$ cat src/rtl/rr_pop_arbiter_d_if.sv
// Pop/stream bundle between the four destination FIFOs, the arbiter and the next stage.
// The master modport is the arbiter side and the slave modport is the environment side.
interface rr_pop_arbiter_d_if #(
  parameter int DATA_SIZE = 6,
  parameter int CNT_SIZE  = 8
);
  logic                 fifo_empty_d0, fifo_empty_d1, fifo_empty_d2, fifo_empty_d3;
  logic [DATA_SIZE-1:0] data_in_d0, data_in_d1, data_in_d2, data_in_d3;
  logic                 pause_in;
  logic                 pop_d0, pop_d1, pop_d2, pop_d3;
  logic                 valid_out;
  logic [DATA_SIZE-1:0] data_out;
  logic [1:0]           dest_out;
  logic [CNT_SIZE-1:0]  word_count;

  modport master (
    input  fifo_empty_d0, fifo_empty_d1, fifo_empty_d2, fifo_empty_d3,
    input  data_in_d0, data_in_d1, data_in_d2, data_in_d3,
    input  pause_in,
    output pop_d0, pop_d1, pop_d2, pop_d3,
    output valid_out, data_out, dest_out, word_count
  );

  modport slave (
    output fifo_empty_d0, fifo_empty_d1, fifo_empty_d2, fifo_empty_d3,
    output data_in_d0, data_in_d1, data_in_d2, data_in_d3,
    output pause_in,
    input  pop_d0, pop_d1, pop_d2, pop_d3,
    input  valid_out, data_out, dest_out, word_count
  );
endinterface

$ cat src/rtl/rr_pop_arbiter_d.sv
// Round-robin pop arbiter over four FIFOs: grants one non-empty FIFO per cycle, captures
// its read data one cycle later and emits it as a registered valid/data/dest stream.
module rr_pop_arbiter_d #(
  parameter int DATA_SIZE = 6,
  parameter int CNT_SIZE  = 8
) (
  input  logic                clk,
  input  logic                reset,
  rr_pop_arbiter_d_if.master  bus
);
  logic [3:0]                empty;
  logic [3:0][DATA_SIZE-1:0] din;
  logic [3:0]                pop;

  logic [1:0]           rr_ptr_q, rr_ptr_d;
  logic [1:0]           pend_sel_q;
  logic [1:0]           vld_pipe_q;  // [0] word popped, awaiting data; [1] valid_out
  logic [DATA_SIZE-1:0] data_q;
  logic [1:0]           dest_q;
  logic [CNT_SIZE-1:0]  cnt_q;

  logic       grant;
  logic [1:0] sel;
  logic [1:0] idx;

  assign empty = {bus.fifo_empty_d3, bus.fifo_empty_d2, bus.fifo_empty_d1, bus.fifo_empty_d0};
  assign din   = {bus.data_in_d3, bus.data_in_d2, bus.data_in_d1, bus.data_in_d0};

  // First non-empty FIFO at or after the pointer; pause and reset suppress any grant.
  always_comb begin
    grant = 1'b0;
    sel   = rr_ptr_q;
    idx   = rr_ptr_q;
    for (int k = 0; k < 4; k++) begin
      idx = rr_ptr_q + 2'(k);
      if (!grant && !empty[idx]) begin
        grant = 1'b1;
        sel   = idx;
      end
    end
    if (bus.pause_in || reset) grant = 1'b0;
    rr_ptr_d = grant ? sel + 2'd1 : rr_ptr_q;
    pop      = grant ? (4'b0001 << sel) : 4'b0000;
  end

  assign bus.pop_d0 = pop[0];
  assign bus.pop_d1 = pop[1];
  assign bus.pop_d2 = pop[2];
  assign bus.pop_d3 = pop[3];

  always_ff @(posedge clk) begin
    if (reset) begin
      rr_ptr_q   <= '0;
      pend_sel_q <= '0;
      vld_pipe_q <= '0;
      data_q     <= '0;
      dest_q     <= '0;
      cnt_q      <= '0;
    end else begin
      rr_ptr_q   <= rr_ptr_d;
      pend_sel_q <= sel;
      vld_pipe_q <= {vld_pipe_q[0], grant};
      if (vld_pipe_q[0]) begin
        data_q <= din[pend_sel_q];
        dest_q <= pend_sel_q;
        cnt_q  <= cnt_q + 1'b1;
      end
    end
  end

  assign bus.valid_out  = vld_pipe_q[1];
  assign bus.data_out   = data_q;
  assign bus.dest_out   = dest_q;
  assign bus.word_count = cnt_q;
endmodule

$ cat src/flat_wrapper.sv
// flat-port wrapper written by rule: the top's interface ports become plain ports
module rr_pop_arbiter_d_flat 
#(
  parameter int DATA_SIZE = 6,
  parameter int CNT_SIZE  = 8
)
  (clk, reset, bus_fifo_empty_d0, bus_fifo_empty_d1, bus_fifo_empty_d2, bus_fifo_empty_d3, bus_data_in_d0, bus_data_in_d1, bus_data_in_d2, bus_data_in_d3, bus_pause_in, bus_pop_d0, bus_pop_d1, bus_pop_d2, bus_pop_d3, bus_valid_out, bus_data_out, bus_dest_out, bus_word_count);
  rr_pop_arbiter_d_if #(.DATA_SIZE(DATA_SIZE), .CNT_SIZE(CNT_SIZE)) bus_i ();
  input  logic clk;
  input  logic reset;
  input wire logic [$bits(bus_i.fifo_empty_d0)-1:0] bus_fifo_empty_d0;
  input wire logic [$bits(bus_i.fifo_empty_d1)-1:0] bus_fifo_empty_d1;
  input wire logic [$bits(bus_i.fifo_empty_d2)-1:0] bus_fifo_empty_d2;
  input wire logic [$bits(bus_i.fifo_empty_d3)-1:0] bus_fifo_empty_d3;
  input wire logic [$bits(bus_i.data_in_d0)-1:0] bus_data_in_d0;
  input wire logic [$bits(bus_i.data_in_d1)-1:0] bus_data_in_d1;
  input wire logic [$bits(bus_i.data_in_d2)-1:0] bus_data_in_d2;
  input wire logic [$bits(bus_i.data_in_d3)-1:0] bus_data_in_d3;
  input wire logic [$bits(bus_i.pause_in)-1:0] bus_pause_in;
  output wire logic [$bits(bus_i.pop_d0)-1:0] bus_pop_d0;
  output wire logic [$bits(bus_i.pop_d1)-1:0] bus_pop_d1;
  output wire logic [$bits(bus_i.pop_d2)-1:0] bus_pop_d2;
  output wire logic [$bits(bus_i.pop_d3)-1:0] bus_pop_d3;
  output wire logic [$bits(bus_i.valid_out)-1:0] bus_valid_out;
  output wire logic [$bits(bus_i.data_out)-1:0] bus_data_out;
  output wire logic [$bits(bus_i.dest_out)-1:0] bus_dest_out;
  output wire logic [$bits(bus_i.word_count)-1:0] bus_word_count;
  assign bus_i.fifo_empty_d0 = bus_fifo_empty_d0;
  assign bus_i.fifo_empty_d1 = bus_fifo_empty_d1;
  assign bus_i.fifo_empty_d2 = bus_fifo_empty_d2;
  assign bus_i.fifo_empty_d3 = bus_fifo_empty_d3;
  assign bus_i.data_in_d0 = bus_data_in_d0;
  assign bus_i.data_in_d1 = bus_data_in_d1;
  assign bus_i.data_in_d2 = bus_data_in_d2;
  assign bus_i.data_in_d3 = bus_data_in_d3;
  assign bus_i.pause_in = bus_pause_in;
  assign bus_pop_d0 = bus_i.pop_d0;
  assign bus_pop_d1 = bus_i.pop_d1;
  assign bus_pop_d2 = bus_i.pop_d2;
  assign bus_pop_d3 = bus_i.pop_d3;
  assign bus_valid_out = bus_i.valid_out;
  assign bus_data_out = bus_i.data_out;
  assign bus_dest_out = bus_i.dest_out;
  assign bus_word_count = bus_i.word_count;
  rr_pop_arbiter_d #(.DATA_SIZE(DATA_SIZE), .CNT_SIZE(CNT_SIZE)) u_core (.clk(clk), .reset(reset), .bus(bus_i));
endmodule
$ cat config.mk
export PLATFORM = sky130hd
export DESIGN_NAME = rr_pop_arbiter_d_flat
export DESIGN_NICKNAME = d
export VERILOG_FILES = /design/src/rtl/rr_pop_arbiter_d_if.sv /design/src/rtl/rr_pop_arbiter_d.sv /design/src/flat_wrapper.sv
export SDC_FILE = /design/constraint.sdc
export NUM_CORES = 1
export LEC_CHECK = 0
export BUFFER_PORTS_ARGS = -buffer_cell sky130_fd_sc_hd__buf_2
export CAP_MARGIN = 25
export CORE_UTILIZATION = 49
export CTS_CLUSTER_SIZE = 25
export DETAILED_ROUTE_END_ITERATION = 8
export GPL_ROUTABILITY_DRIVEN = 0
export PLACE_DENSITY = 0.83
export SETUP_SLACK_MARGIN = 0.3
export SYNTH_ARGS = -nofsm -noshare
export SYNTH_HDL_FRONTEND = slang
export SYNTH_SLANG_ARGS = --single-unit
$ cat constraint.sdc
create_clock -name clk -period 4.6 [get_ports clk]
set_input_delay 0.92 -clock clk [delete_from_list [all_inputs] [get_ports clk]]
set_output_delay 0.92 -clock clk [all_outputs]
set_load 0.005 [all_outputs]
==> flow_summary.json <==
{
  "design.die.area_um2": 2510,
  "layout_min_cycle_time_ns": 3.23,
  "htree_num_levels": 1,
  "antennaDiodeCount": 0,
  "met3_usage_pct": 5.25,
  "slowest_delay_ns": 0.32,
  "drv_slew": 0,
  "drt.antenna.violating_nets": 0,
  "hold_path_class": "flip-flop to flip-flop",
  "fin_skew_ns": 0.00363,
  "worstSetupPathType": "input pin to output pin",
  "status": "completed",
  "drv_cap": 0,
  "grt_pass1_wl_um": 3860,
  "grt_pass1_vias": 948,
  "clock_latency_ns": 0.31,
  "antenna_found_initial": 0,
  "p_sw_share_pct": 25.1,
  "fillers": 181,
  "worst-path-buf-inv": 3,
  "ir_drop_mv": 0.288,
  "cts_resized": 0,
  "slew_headroom_pct": 48.5,
  "routedWlPerCell_um": 13.0,
  "core_area_um2": 2190,
  "synth.distinct_cells": 29,
  "crit_fanout": 7,
  "grt_max_degree": 23,
  "post_cts_buffers": 0,
  "cp-start-kind": "input pin",
  "crit_family": "compound AO/OA/AOI/OAI gates",
  "first_pass_iters": 6,
  "tritoncts": "built",
  "clk_pin_slew_ns": 0.12,
  "clock_sinks": 22,
  "rsz0062_at_grt": "no",
  "cpMostUsedCell": "buf_2",
  "clockRootBuffer": "clkbuf_4",
  "crit_required_ns": 3.68,
  "critPathArrivalTime_ns": 2.31,
  "combPwrFrac_pct": 18.5,
  "p_sw_mw": 0.113,
  "vias": 993,
  "dieHeight_um": 50.1,
  "die_w_um": 50.1,
  "synthCells": 110,
  "grt_use_met2_pct": 37.1,
  "crit_chain": "buf_2, nand3b_1, a32o_1, a31oi_1, inv_1, ha_1, and2_1, buf_2",
  "postLayoutSetupSlackWorst_ns": 1.37,
  "synth_area_um2": 1130,
  "cts_buffer_depth": 2,
  "synthArstFlopShare_pct": 0,
  "synthToLayoutAreaGrowth_pct": 26.7,
  "remaining_drc_errors": 0,
  "vias_per_cell": 5.31,
  "pre_cts_ws_ns": 1.37,
  "final_core_util_pct": 65.6,
  "drive_gt1_share_pct": 39.6,
  "power.density_nw_per_um2": 314,
  "dp_cells": 183,
  "yosysWarnings": 0,
  "final_area_um2": 1440,
  "portBuffers": 51,
  "layout.cells.non_filler": 187,
  "post-route-period-util_pct": 70.3,
  "hold_viol": 0,
  "max_clock_freq_mhz": 309,
  "tightestPinTransition_ns": 0.772,
  "synth_nets": 146,
  "avgSynthCellArea_um2": 10.3,
  "placementRows": 17,
  "seq_power_share_pct": 48.8,
  "synth_seq_cells": 22,
  "dp_hpwl_um": 1860,
  "power.internal_mw": 0.339,
  "cp-end-kind": "output pin",
  "cts_hold_buf": 0,
  "synth-edff-count": 0,
  "fin_setup_tns_ns": 0,
  "reg2reg_setup_slack_ns": 2.82,
  "use_met1_pct": 21.7,
  "nets": 196,
  "grt_overflow": 0,
  "p_clk_share_pct": 32.7,
  "setup_violations": 0,
  "synth_ff_type": "dfxtp_1",
  "slowest_stage": "a31oi_1",
  "io_pins": 52,
  "drt_iter0_drc": 22,
  "dpl_cell_area_um2": 1390,
  "p_leak_nw": 0.684,
  "grtUsageTotal_pct": 20.4,
  "top_usage_layer": "met2",
  "yosysSeqAreaShare_pct": 38.8,
  "start_util_pct": 51.8,
  "cts_buffers": 3,
  "routed_wl_um": 2420
}
-- layout make-up --
| type | instances | area, um2 | area share [%] |
|---|---|---|---|
| clock inverters | 1 | 30.0 | 2.09 |
| multi-input cells | 80 | 647 | 45.0 |
| inverters | 2 | 7.51 | 0.522 |
| flip-flops and latches | 22 | 440 | 30.6 |
| clock buffers | 3 | 22.5 | 1.57 |
| well taps | 28 | 35.0 | 2.44 |
| repair buffers | 51 | 255 | 17.8 |
-- worst paths after layout --
path	startpoint	endpoint	cells after the start
worst max-delay path	bus_fifo_empty_d2	bus_pop_d2	8
worst min-delay path	u_core.bus.word_count[5]	u_core.bus.word_count[5]	2
worst max register to register	u_core.rr_ptr_q[1]	u_core.rr_ptr_q[1]	7
worst min register to register	u_core.bus.word_count[5]	u_core.bus.word_count[5]	2
-- kinds of logic after synthesis --
logic type	after synthesis	synth area share [%]
buffers and inverters	8	4.19
adders and majority gates	5	5.51
muxes	16	20.7
and+or+nand+nor	40	19.5
xor gates and xnor gates	5	3.86
AOI/OAI and AO/OA	14	7.39
DFF	22	38.8
-- metal layers --
metal | wire length, um | up-vias
met3 | 117 | 4
met5 | 0 | -
met4 | 33 | 0
met2 | 1340 | 29
met1 | 927 | 474
li1 | - | 486
-- metrics by stage --
step                      total power [mW]  hold slack, ns
after floorplan                      0.278           0.474
final                                0.452           0.498
after CTS                            0.457           0.501
after global placement               0.303           0.463
after detailed placement             0.309           0.483
after global routing                 0.477           0.544
-- worst reg2reg max path: stages, from the launching register on --
cell and delay, ns:
dfxtp_1 0.38, nand3b_1 0.18, a32o_1 0.26, a31oi_1 0.32, inv_1 0.13, ha_1 0.29
nand2_1 0.05, o21ai_0 0.06
-- power by group through the flow --
stage / Clock, mW / Sequential [mW] / Combinational, mW
floorplan: 0 / 0.215 / 0.0626
global placement: 0 / 0.224 / 0.0791
detailed placement: 0 / 0.225 / 0.0841
CTS: 0.152 / 0.221 / 0.0842
global route: 0.159 / 0.224 / 0.0936
finish: 0.148 / 0.221 / 0.0836
-- state kept, by name, summed over array words and instances (netlist names) --
name                   flops
u_core.bus.word_count      8
u_core.bus.dest_out        2
u_core.pend_sel_q          2
u_core.bus.data_out        6
u_core.rr_ptr_q            2
u_core.vld_pipe_q          2
-- Yosys cell counts (all sizes together), types with 2 or more instances --
| cell type | n | area, um2 |
|---|---|---|
| or3 | 2 | 12.5 |
| mux2i | 10 | 100 |
| nand2b | 2 | 12.5 |
| o21ai | 7 | 35.0 |
| buf | 5 | 36.3 |
| nor2 | 19 | 71.3 |
| nor2b | 2 | 12.5 |
| inv | 2 | 7.51 |
| mux4 | 6 | 135 |
| dfxtp | 22 | 440 |
| ha | 5 | 62.6 |
| nand2 | 4 | 15.0 |
| xor2 | 4 | 35.0 |
| and2 | 4 | 25.0 |
| nand4 | 3 | 33.8 |
| a21oi | 3 | 15.0 |
-- placed cells by master (no fill, tap or decap) --
cell type	Yosys	final
a21boi_0	1	1
a21oi_1	3	3
a31oi_1	1	1
a32o_1	1	1
and2_1	4	4
and3_1	1	1
and4_1	1	1
buf_2	2	51
bufinv_16	0	1
clkbuf_4	0	3
dfxtp_1	22	22
ha_1	5	5
inv_1	2	2
mux2i_1	10	10
mux4_2	6	6
nand2_1	4	4
nand2b_1	2	2
nand3b_1	1	1
nand4_1	2	2
nand4_4	1	1
nor2_1	19	19
nor2b_1	2	2
nor3_4	1	1
o211a_1	1	1
o21ai_0	7	7
or3_1	2	2
xnor2_1	1	1
xor2_1	4	4
No activity file was read; power rests on OpenSTA's default activity.
